<file path="src/rtl/tsp_pkg.sv">
// Shared types and constants for the timeseries predictor fit sequencing.
package tsp_pkg;

    localparam int unsigned TSP_W = 32;
    localparam logic [TSP_W-1:0] DEV_MAX = 32'hFFFF_FFFF;

    typedef enum logic [2:0] {
        IDLE,
        CHECK,
        ARM,
        WAIT_LOW,
        WAIT_DONE,
        UPDATE,
        FINISH
    } sweep_state_t;

    // True when a window starting at next_si would run past the series end;
    // widened so huge windows/strides cannot wrap back into range.
    function automatic logic window_past_end(input logic [TSP_W:0]   next_si,
                                             input logic [TSP_W-1:0] win,
                                             input logic [TSP_W-1:0] len);
        return ({1'b0, next_si} + {2'b00, win}) > {2'b00, len};
    endfunction

endpackage

</file>
<file path="src/rtl/fit_window_sweep_if.sv">
// Handshake between the window scheduler (master) and the LinFitDev engine (slave).
interface fit_window_sweep_if;
    import tsp_pkg::*;

    logic [TSP_W-1:0] fit_si;
    logic [TSP_W-1:0] fit_ei;
    logic             fit_start;
    logic             fit_done;
    logic [TSP_W-1:0] fit_deviation;
    logic [TSP_W-1:0] fit_mean;

    modport master (
        output fit_si, fit_ei, fit_start,
        input  fit_done, fit_deviation, fit_mean
    );

    modport slave (
        input  fit_si, fit_ei, fit_start,
        output fit_done, fit_deviation, fit_mean
    );

endinterface

</file>
<file path="src/rtl/fit_best_tracker.sv">
// Holds the lowest-deviation window seen so far; ties keep the earlier window.
module fit_best_tracker
    import tsp_pkg::*;
(
    input  logic             Clk,
    input  logic             Rst,
    input  logic             clr,
    input  logic             load,
    input  logic [TSP_W-1:0] cand_si,
    input  logic [TSP_W-1:0] cand_dev,
    input  logic [TSP_W-1:0] cand_mean,
    output logic [TSP_W-1:0] best_si,
    output logic [TSP_W-1:0] best_dev,
    output logic [TSP_W-1:0] best_mean
);

    always_ff @(posedge Clk) begin
        if (Rst) begin
            best_si   <= '0;
            best_dev  <= '0;
            best_mean <= '0;
        end else if (clr) begin
            best_si   <= '0;
            best_dev  <= DEV_MAX;
            best_mean <= '0;
        end else if (load && (cand_dev < best_dev)) begin
            best_si   <= cand_si;
            best_dev  <= cand_dev;
            best_mean <= cand_mean;
        end
    end

endmodule

</file>
<file path="src/rtl/fit_window_sweep.sv">
// Sliding-window scheduler: issues one engine fit per window and keeps the best.
module fit_window_sweep
    import tsp_pkg::*;
#(
    parameter int unsigned TIMEOUT = 65535
) (
    input  logic             Clk,
    input  logic             Rst,
    input  logic             go,
    input  logic [TSP_W-1:0] cfg_len,
    input  logic [TSP_W-1:0] cfg_win,
    input  logic [TSP_W-1:0] cfg_stride,
    output logic             busy,
    output logic             result_valid,
    output logic             err,
    output logic [TSP_W-1:0] best_si,
    output logic [TSP_W-1:0] best_dev,
    output logic [TSP_W-1:0] best_mean,
    output logic [TSP_W-1:0] win_count,
    fit_window_sweep_if.master fit
);

    localparam logic [TSP_W:0] TO_LIM = {1'b0, TIMEOUT[TSP_W-1:0]};

    sweep_state_t     state, state_n;
    logic [TSP_W-1:0] len_q, win_q, stride_q;
    logic [TSP_W-1:0] cur_si;
    logic [TSP_W-1:0] wdog;
    logic [TSP_W:0]   next_si;
    logic             cfg_bad, last_win, counting, wdog_hit;
    logic             trk_clr, trk_load;

    assign cfg_bad  = (win_q == '0) || (stride_q == '0) || (win_q > len_q);
    assign next_si  = {1'b0, cur_si} + {1'b0, stride_q};
    assign last_win = window_past_end(next_si, win_q, len_q);
    assign counting = (state == ARM) || (state == WAIT_LOW) || (state == WAIT_DONE);
    // Abort on the edge where the watchdog would reach TIMEOUT, so FINISH
    // lands exactly TIMEOUT cycles after ARM entry.
    assign wdog_hit = counting && (({1'b0, wdog} + 1'b1) >= TO_LIM);

    always_ff @(posedge Clk) begin
        if (Rst) state <= IDLE;
        else     state <= state_n;
    end

    always_comb begin
        state_n = state;
        case (state)
            IDLE:      if (go) state_n = CHECK;
            CHECK:     state_n = cfg_bad ? FINISH : ARM;
            ARM:       if (wdog_hit) state_n = FINISH;
                       else if (fit.fit_done) state_n = WAIT_LOW;
            WAIT_LOW:  state_n = wdog_hit ? FINISH : WAIT_DONE;
            WAIT_DONE: if (wdog_hit) state_n = FINISH;
                       else if (fit.fit_done) state_n = UPDATE;
            UPDATE:    state_n = last_win ? FINISH : ARM;
            FINISH:    state_n = IDLE;
            default:   state_n = IDLE;
        endcase
    end

    always_comb begin
        busy          = (state != IDLE);
        result_valid  = (state == FINISH);
        fit.fit_start = (state == ARM) && fit.fit_done && !wdog_hit;
        fit.fit_si    = cur_si;
        fit.fit_ei    = cur_si + win_q;
        trk_clr       = (state == IDLE) && go;
        trk_load      = (state == UPDATE);
    end

    always_ff @(posedge Clk) begin
        if (Rst) begin
            len_q     <= '0;
            win_q     <= '0;
            stride_q  <= '0;
            cur_si    <= '0;
            err       <= 1'b0;
            win_count <= '0;
            wdog      <= '0;
        end else begin
            case (state)
                IDLE: if (go) begin
                    len_q     <= cfg_len;
                    win_q     <= cfg_win;
                    stride_q  <= cfg_stride;
                    err       <= 1'b0;
                    win_count <= '0;
                end
                CHECK: begin
                    if (cfg_bad) err    <= 1'b1;
                    else         cur_si <= '0;
                end
                UPDATE: begin
                    win_count <= win_count + 1'b1;
                    if (!last_win) cur_si <= next_si[TSP_W-1:0];
                end
                default: ;
            endcase
            if (wdog_hit) err <= 1'b1;
            if ((state_n == ARM) && (state != ARM)) wdog <= '0;
            else if (counting)                      wdog <= wdog + 1'b1;
        end
    end

    fit_best_tracker u_tracker (
        .Clk       (Clk),
        .Rst       (Rst),
        .clr       (trk_clr),
        .load      (trk_load),
        .cand_si   (cur_si),
        .cand_dev  (fit.fit_deviation),
        .cand_mean (fit.fit_mean),
        .best_si   (best_si),
        .best_dev  (best_dev),
        .best_mean (best_mean)
    );

endmodule

</file>
<file path="src/flat_wrapper.sv">
// flat-port wrapper written by rule: the top's interface ports become plain ports
module fit_window_sweep_flat import tsp_pkg::*;
#(
    parameter int unsigned TIMEOUT = 65535
)
  (Clk, Rst, go, cfg_len, cfg_win, cfg_stride, busy, result_valid, err, best_si, best_dev, best_mean, win_count, fit_fit_si, fit_fit_ei, fit_fit_start, fit_fit_done, fit_fit_deviation, fit_fit_mean);
  fit_window_sweep_if fit_i ();
  input  logic Clk;
  input  logic Rst;
  input  logic go;
  input  logic [TSP_W-1:0] cfg_len;
  input  logic [TSP_W-1:0] cfg_win;
  input  logic [TSP_W-1:0] cfg_stride;
  output logic busy;
  output logic result_valid;
  output logic err;
  output logic [TSP_W-1:0] best_si;
  output logic [TSP_W-1:0] best_dev;
  output logic [TSP_W-1:0] best_mean;
  output logic [TSP_W-1:0] win_count;
  output wire logic [$bits(fit_i.fit_si)-1:0] fit_fit_si;
  output wire logic [$bits(fit_i.fit_ei)-1:0] fit_fit_ei;
  output wire logic [$bits(fit_i.fit_start)-1:0] fit_fit_start;
  input wire logic [$bits(fit_i.fit_done)-1:0] fit_fit_done;
  input wire logic [$bits(fit_i.fit_deviation)-1:0] fit_fit_deviation;
  input wire logic [$bits(fit_i.fit_mean)-1:0] fit_fit_mean;
  assign fit_fit_si = fit_i.fit_si;
  assign fit_fit_ei = fit_i.fit_ei;
  assign fit_fit_start = fit_i.fit_start;
  assign fit_i.fit_done = fit_fit_done;
  assign fit_i.fit_deviation = fit_fit_deviation;
  assign fit_i.fit_mean = fit_fit_mean;
  fit_window_sweep #(.TIMEOUT(TIMEOUT)) u_core (.Clk(Clk), .Rst(Rst), .go(go), .cfg_len(cfg_len), .cfg_win(cfg_win), .cfg_stride(cfg_stride), .busy(busy), .result_valid(result_valid), .err(err), .best_si(best_si), .best_dev(best_dev), .best_mean(best_mean), .win_count(win_count), .fit(fit_i));
endmodule
</file>
<file path="config.mk">
export PLATFORM = sky130hd
export DESIGN_NAME = fit_window_sweep_flat
export DESIGN_NICKNAME = d
export VERILOG_FILES = /design/src/rtl/tsp_pkg.sv /design/src/rtl/fit_window_sweep_if.sv /design/src/rtl/fit_best_tracker.sv /design/src/rtl/fit_window_sweep.sv /design/src/flat_wrapper.sv
export SDC_FILE = /design/constraint.sdc
export NUM_CORES = 1
export LEC_CHECK = 0
export ABC_AREA = 1
export CAP_MARGIN = 20
export CORE_AREA = 4 4 233 235
export CTS_CLUSTER_SIZE = 14
export DETAILED_ROUTE_END_ITERATION = 8
export DIE_AREA = 0 0 237 239
export MAX_ROUTING_LAYER = met4
export PLACE_DENSITY = 0.59
export SLEW_MARGIN = 25
export SYNTH_ARGS = -nofsm -noshare
export SYNTH_HDL_FRONTEND = slang
export SYNTH_SLANG_ARGS = --single-unit
</file>
<file path="constraint.sdc">
create_clock -name Clk -period 5.8 [get_ports Clk]
set_input_delay 0.87 -clock Clk [delete_from_list [all_inputs] [get_ports Clk]]
set_output_delay 0.87 -clock Clk [all_outputs]
set_load 0.01 [all_outputs]
</file>
After elaboration in Yosys (flattened, before gate mapping). Cells that the tools add are included.

Register bits after elaboration: 292. Bits in latches: 0. Memory bits (writable): 0. Bits in read-only memories: 0. Output and inout port bits: 196. Word-level logic and storage cells: 79. Memories kept: 0.

Add/sub/neg operators: 6. Multiply operators: 0. Div/mod/pow operators: 0. $lt $le $gt $ge: 4. Eq/ne operators: 13. Shifts and indexed selects: 0. Multiplexer cells: 20. Bitwise logic cells: 0. Reduce and logical (&&, ||, !) cells: 25.

Operator list (count): $mux 32 (5); $pmux 32 s2 (2); $add 32x1->32 const B (2); $logic_not 32->1 (2); $add 33x32->34 (1); $gt 34x32->1 (1); $add 32x1->33 const B (1); $add 32x32->33 (1); $ge 33x16->1 const B (1); $add 32x32->32 (1); $gt 32x32->1 (1); $lt 32x32->1 (1); $mux 3 (7); $pmux 3 s6 (1); $eq 3x2->1 const B (3); $eq 3x3->1 const B (3); $logic_and 1x1->1 (6); $ne 2x2->1 const B (3); $ne 3x2->1 const B (2); $reduce_and 3->1 (2); $reduce_bool 2->1 (3); $reduce_bool 3->1 (2); $logic_or 1x1->1 (4); $reduce_and 2->1 (2); 8 further kinds (11).

Depth between registers and ports, before layout. Gate-level depths: netlist of run 1.

Depth after elaboration: 9. Depth in mapped cells: 39.

Hierarchy. A second synthesis of run 1 with hierarchy kept.

Cells, all modules: 3021. Area, all modules: 20226.9 µm².

By module, submodules not included: fit_window_sweep (times used 1, cells each 2436, area each 15640.0 µm²); fit_best_tracker (times used 1, cells each 585, area each 4586.9 µm²).

Worst setup path after synthesis of run 1. No wires, ideal clock.

Kind: register to register. Start: register u_core.cur_si[0] (netlist: u_core.fit.fit_si[0]). End: register u_core.cur_si[20] (netlist: u_core.fit.fit_si[20]). Setup time: 128 ps. Data arrival time: 4909 ps. Data required time: 5672 ps. Setup slack: 764 ps. Stages on the path, launching flop included: 37. Path buffers: 2. Clock period less this slack: 5036 ps. Path through: dfxtp_1 > ha_1 > inv_1 > fa_1 > nand3b_1 > nand2_1 > a21oi_1 > o21ai_0 > xor2_1 > ha_1 > nand2_1 > nand2_1 > nand2_1 > nand2_1 > a21oi_1 > nand2_1 > a21oi_1 > o21ai_1 > a21boi_0 > o21bai_1 > xor2_1 > ha_1 > a21oi_1 > o21a_1 > nand2_1 > a21oi_1 > nand2_1 > nand2_1 > nand2_1 > nand2_1 > nand2_2 > nand2_2 > buf_6 > buf_6 > nand4_1 > nand2_1 > nor2_1.

Cells in the longest elaborated chain, start to end: 5. Elaborated cells on any way between the ends: 7.

Ends and longest elaborated chain: start, declared (RTL line fit_window_sweep.sv:27) `logic [TSP_W-1:0] cur_si;`; start signal, assigned (RTL line fit_window_sweep.sv:96) `if (!last_win) cur_si <= next_si[TSP_W-1:0];`; $add 32x32->33 * (RTL line fit_window_sweep.sv:34) `assign next_si = {1'b0, cur_si} + {1'b0, stride_q};`; $add 33x32->34 (RTL line tsp_pkg.sv:22) `return ({1'b0, next_si} + {2'b00, win}) > {2'b00, len};`; $gt 34x32->1 (RTL line tsp_pkg.sv:22); $ne 2x2->1 (no source line); $reduce_and 3->1 (no source line).

Every way passes the cells marked *; elsewhere a longest branch is shown, timed or not. The select of a mux whose other input is x is not followed. A chain may end at the register's enable or synchronous reset.

Worst setup path in the final report of run 1.
Start: register u_core.cur_si[8] (netlist: u_core.fit.fit_si[8]). End: register u_core.wdog[22].

Cells in the longest elaborated chain, start to end: 8.

Ends and longest elaborated chain: $add 32x32->33 (RTL line fit_window_sweep.sv:34); $add 33x32->34 (RTL line tsp_pkg.sv:22); $gt 34x32->1 (RTL line tsp_pkg.sv:22); $mux 3 (RTL line fit_window_sweep.sv:56) `UPDATE: state_n = last_win ? FINISH : ARM;`; $pmux 3 s6 (RTL line fit_window_sweep.sv:48) `case (state)`; $eq 3x2->1 (RTL line fit_window_sweep.sv:101) `if ((state_n == ARM) && (state != ARM)) wdog <= '0;`; $logic_and 1x1->1 (RTL line fit_window_sweep.sv:101); $reduce_or 2->1 (no source line); end signal, assigned (RTL line fit_window_sweep.sv:102) `else if (counting) wdog <= wdog + 1'b1;`; end, declared (RTL line fit_window_sweep.sv:28) `logic [TSP_W-1:0] wdog;`.

No other way between the ends.

==> impl_summary.log, run 1 <==
INFO  metric ctsRootBufferMaster = sky130_fd_sc_hd__clkbuf_16
INFO  metric final.period_utilization = 0.946
INFO  metric launch_instance_of_the_worst_min_delay_path = u_core.u_tracker.best_si[31]
INFO  metric io_pins = 360
INFO  metric grt_start_max_net_pins = 146
INFO  metric holdCritPathClass = reg2reg
INFO  metric synth_cells = around 3200
INFO  metric area_growth_from_synthesis_to_layout = 30.1%
INFO  metric netlist_area = 20700 µm²
INFO  metric floorplan.rows = 84
INFO  metric asyncSetResetFlopFracSynth = 0
INFO  metric place.port_buffers = about 360
INFO  metric drt-pass1-iter-count = 7
INFO  metric synth_compound_area_frac = 0.150
INFO  metric muxShareOfSynthArea = 0
INFO  metric static-leakage-power = roughly 12 nW
INFO  metric via_count = around 22000
INFO  metric worst_r2r_startpoint = u_core.fit.fit_si[8]
INFO  metric post-route-drc-count = 0
INFO  metric final_design_area_no_fill = about 27000 µm²
INFO  metric ys_warn_count = 0
INFO  metric floorplan.die_area = 56600 µm²
INFO  metric synth_top_family_by_area = simple AND/OR/NAND/NOR gates
INFO  metric powerDensity = approximately 430 nW/µm²
INFO  metric cp-start-kind = register
INFO  metric crit_path_end_kind = register
INFO  metric synth_seq_cells = 292
INFO  metric post_synth_num_cell_types = 50
INFO  metric dpl_cell_area = between 20000 and 30000 µm²
INFO  metric via_per_inst = around 5.2
INFO  metric report.final.slew_viol_count = 0
INFO  metric irDropWorstVdd = between 0.2 and 0.3 mV
INFO  metric fin_hold_ws = 0.475 ns
INFO  metric ctsLongestPathBuffers = 3
INFO  metric yosys.area_share.adder = 0.121
INFO  metric drv.max_cap_violation_count = 0
INFO  metric fin_tns_setup = 0 ns
INFO  metric synth_xor_xnor_area_share = 0.0355
INFO  metric setup_viol = 0
INFO  metric cts_made_buffers = 38
INFO  metric worst_ep_arrival_time = about 6.0 ns
INFO  metric pre_cts_slack = -0.421 ns
INFO  metric initial_utilization = 0.397
INFO  metric clk_latency = 0.57 ns
INFO  metric period_needed = 5.49 ns
INFO  metric criticalPathCategory = reg2reg
INFO  metric worstSetupStartpoint = u_core.fit.fit_si[8]
INFO  metric cpMaxStageDelayCell = sky130_fd_sc_hd__ha_1
INFO  metric synth.avg_cell_area = 6.47 µm²
INFO  metric cts.reportedPaths.clkPinSlew = about 0.060 ns
INFO  metric worst_slew_margin_rel = 0.368
INFO  metric overflow = 0
INFO  metric grt_pass1_wl = 120000 µm
INFO  metric cpMostUsedCell = sky130_fd_sc_hd__nand2_1
INFO  metric worstPathMaxFanout = 32
INFO  metric total_routing_resource_utilization_after_global_routing = 0.274
INFO  metric tritoncts = done
INFO  metric timing.critical_path.slowest_cell_delay = ~0.42 ns
INFO  metric postLayoutSetupSlackWorst = 0.315 ns
INFO  metric gp_congestion = between 0.9 and 1
INFO  metric first_global_vias = roughly 21000
INFO  metric tightest_slew = approximately 0.94 ns
INFO  metric die_w = between 200 and 250 µm
INFO  metric first_iter_violations = roughly 1300
INFO  metric wl_cell = around 18 µm
INFO  metric wire_length_after_detailed_routing = 79400 µm
INFO  metric clock_tree_sinks = 292
INFO  metric dominantRegCellSynth = sky130_fd_sc_hd__dfxtp_1
INFO  metric timing.fmax = about 0.18 GHz
INFO  metric fin_worst_skew = between 0.02 and 0.03 ns
INFO  metric post_route_cells_drive_above_1_share = 0.0819
INFO  metric finalHoldViolCount = 0
INFO  metric seq_area_frac_synth = 0.282
INFO  metric final_net_count = 3938
INFO  metric antenna_violating_nets_post_route = 0
INFO  metric synth_edf_count = 0
INFO  metric rrSetupSlack = approximately 0.31 ns
INFO  metric grt_antenna_before_repair = 2
INFO  metric synth.net_count = about 3600
INFO  metric critPathRequiredTime = 6.31 ns
INFO  metric synth_simple_gate_area_frac = 0.326
INFO  metric outcome = complete, no violations
INFO  metric floorplan.core_area = between 50000 and 60000 µm²
INFO  metric number_of_h_tree_branching_levels = 2
INFO  metric die_h = 239 µm
INFO  metric hpwl = about 63000 µm
[cell type report]
type,count,area (µm²)
tap,688,861
timing repair buffer,440,4260
sequential,292,5850
multi-input combinational,2455,13400
antenna,1,2.50
clock inverter,18,234
fill,5276,25300
clock buffer,50,1050
inverter,349,1310
[worst max-delay path, delay by kind of cell (launching register included)]
| family | cells | cell delay (ns) |
|---|---|---|
| flops | 1 | 0.37 |
| buf+inv | 3 | 0.53 |
| compound gates | 8 | 1.47 |
| xor+xnor | 2 | 0.38 |
| simple gates | 17 | 1.62 |
| fa+ha+maj | 3 | 1.04 |
[power breakdown]
part | switching (mW) | internal, mW
Sequential | 0.422 | 2.38
Combinational | 3.76 | 2.53
Clock | 0.966 | 1.46
[routing by layer]
metal	share of wire	up-vias	GRT usage
li1	-	11228	-
met1	0.47	10359	0.372
met2	0.46	616	0.440
met3	0.052	106	0.0378
met4	0.021	0	0.0598
met5	0	-	-
[stage by stage]
stage               total power [mW]   util  std cells
floorplan                       6.51      -       3204
global placement                8.88  0.485       4215
detailed placement              8.94  0.485       4215
CTS                             11.4  0.510       4283
global route                    12.4  0.517       4293
finish                          11.5  0.517       4293
[layout by cell type (no fill, tap or decap), types with 9 or more instances in the layout]
cell type / n
sky130_fd_sc_hd__a21oi_1: 298
sky130_fd_sc_hd__a21oi_2: 22
sky130_fd_sc_hd__a31oi_1: 17
sky130_fd_sc_hd__and2_1: 9
sky130_fd_sc_hd__buf_4: 77
sky130_fd_sc_hd__clkbuf_16: 38
sky130_fd_sc_hd__clkdlybuf4s50_1: 358
sky130_fd_sc_hd__dfxtp_1: 290
sky130_fd_sc_hd__ha_1: 186
sky130_fd_sc_hd__inv_1: 336
sky130_fd_sc_hd__nand2_1: 836
sky130_fd_sc_hd__nand2_2: 21
sky130_fd_sc_hd__nand3_1: 126
sky130_fd_sc_hd__nand3b_1: 13
sky130_fd_sc_hd__nand4_1: 65
sky130_fd_sc_hd__nor2_1: 388
sky130_fd_sc_hd__nor2_2: 15
sky130_fd_sc_hd__nor3_1: 32
sky130_fd_sc_hd__nor4_1: 25
sky130_fd_sc_hd__o21ai_0: 172
sky130_fd_sc_hd__o21ai_1: 11
sky130_fd_sc_hd__o21bai_1: 17
sky130_fd_sc_hd__or2_2: 33
sky130_fd_sc_hd__xnor2_1: 27
sky130_fd_sc_hd__xor2_1: 48
[state kept, by name, indices dropped and copies added, names as in the netlist]
name / count
u_core.u_tracker.best_si: 32
u_core.win_count: 32
u_core.state: 3
u_core.len_q: 32
u_core.stride_q: 32
u_core.win_q: 32
u_core.wdog: 32
u_core.err: 1
u_core.u_tracker.best_dev: 32
u_core.fit.fit_si: 32
u_core.u_tracker.best_mean: 32
[cell families after synthesis]
| logic type | count (synthesis) |
|---|---|
| DFF | 292 |
| buffers and inverters | 457 |
| and+or+nand+nor | 1591 |
| xor gates and xnor gates | 84 |
| AOI/OAI and AO/OA | 582 |
| adders and majority gates | 198 |
[path summary, 6_finish.rpt]
| path | endpoint | depth (start not counted) |
|---|---|---|
| setup reg to reg | u_core.wdog[22] | 33 |
| hold / removal | u_core.u_tracker.best_si[31] | 2 |
| setup / recovery | u_core.wdog[22] | 33 |
| hold reg to reg | u_core.u_tracker.best_si[31] | 2 |
[synthesized netlist by cell type (17+ instances only)]
cell / instances / area, µm²
sky130_fd_sc_hd__a21oi_1: 313 / 1570
sky130_fd_sc_hd__inv_1: 340 / 1280
sky130_fd_sc_hd__nor2_1: 392 / 1470
sky130_fd_sc_hd__buf_2: 17 / 85.1
sky130_fd_sc_hd__nand4_1: 65 / 407
sky130_fd_sc_hd__clkbuf_1: 77 / 289
sky130_fd_sc_hd__a31oi_1: 17 / 106
sky130_fd_sc_hd__nor3_1: 33 / 165
sky130_fd_sc_hd__dfxtp_1: 292 / 5850
sky130_fd_sc_hd__nor4_1: 26 / 163
sky130_fd_sc_hd__xor2_1: 56 / 490
sky130_fd_sc_hd__or2_2: 33 / 206
sky130_fd_sc_hd__ha_1: 195 / 2440
sky130_fd_sc_hd__nand2_1: 844 / 3170
sky130_fd_sc_hd__xnor2_1: 28 / 245
sky130_fd_sc_hd__o21bai_1: 18 / 135
sky130_fd_sc_hd__nand3_1: 129 / 646
sky130_fd_sc_hd__o21ai_0: 177 / 886
[repair_timing]
item,4_1_cts,5_1_grt
hold buffers,0,0
pin swaps,0,13
endpoints found under the setup margin,65,65
setup buffers,0,9
endpoints found under the hold margin,0,0
gates cloned,0,0
resized for setup,11,64
Power figures use the tool's default switching activity.
==> run 2: changes to the inputs <==
CAP_MARGIN = default   (was 20)
SKIP_LAST_GASP = 1   (was default)
==> results of run 2 <==
Same layout as run 1: the final DEF is identical, and so are final timing and power.
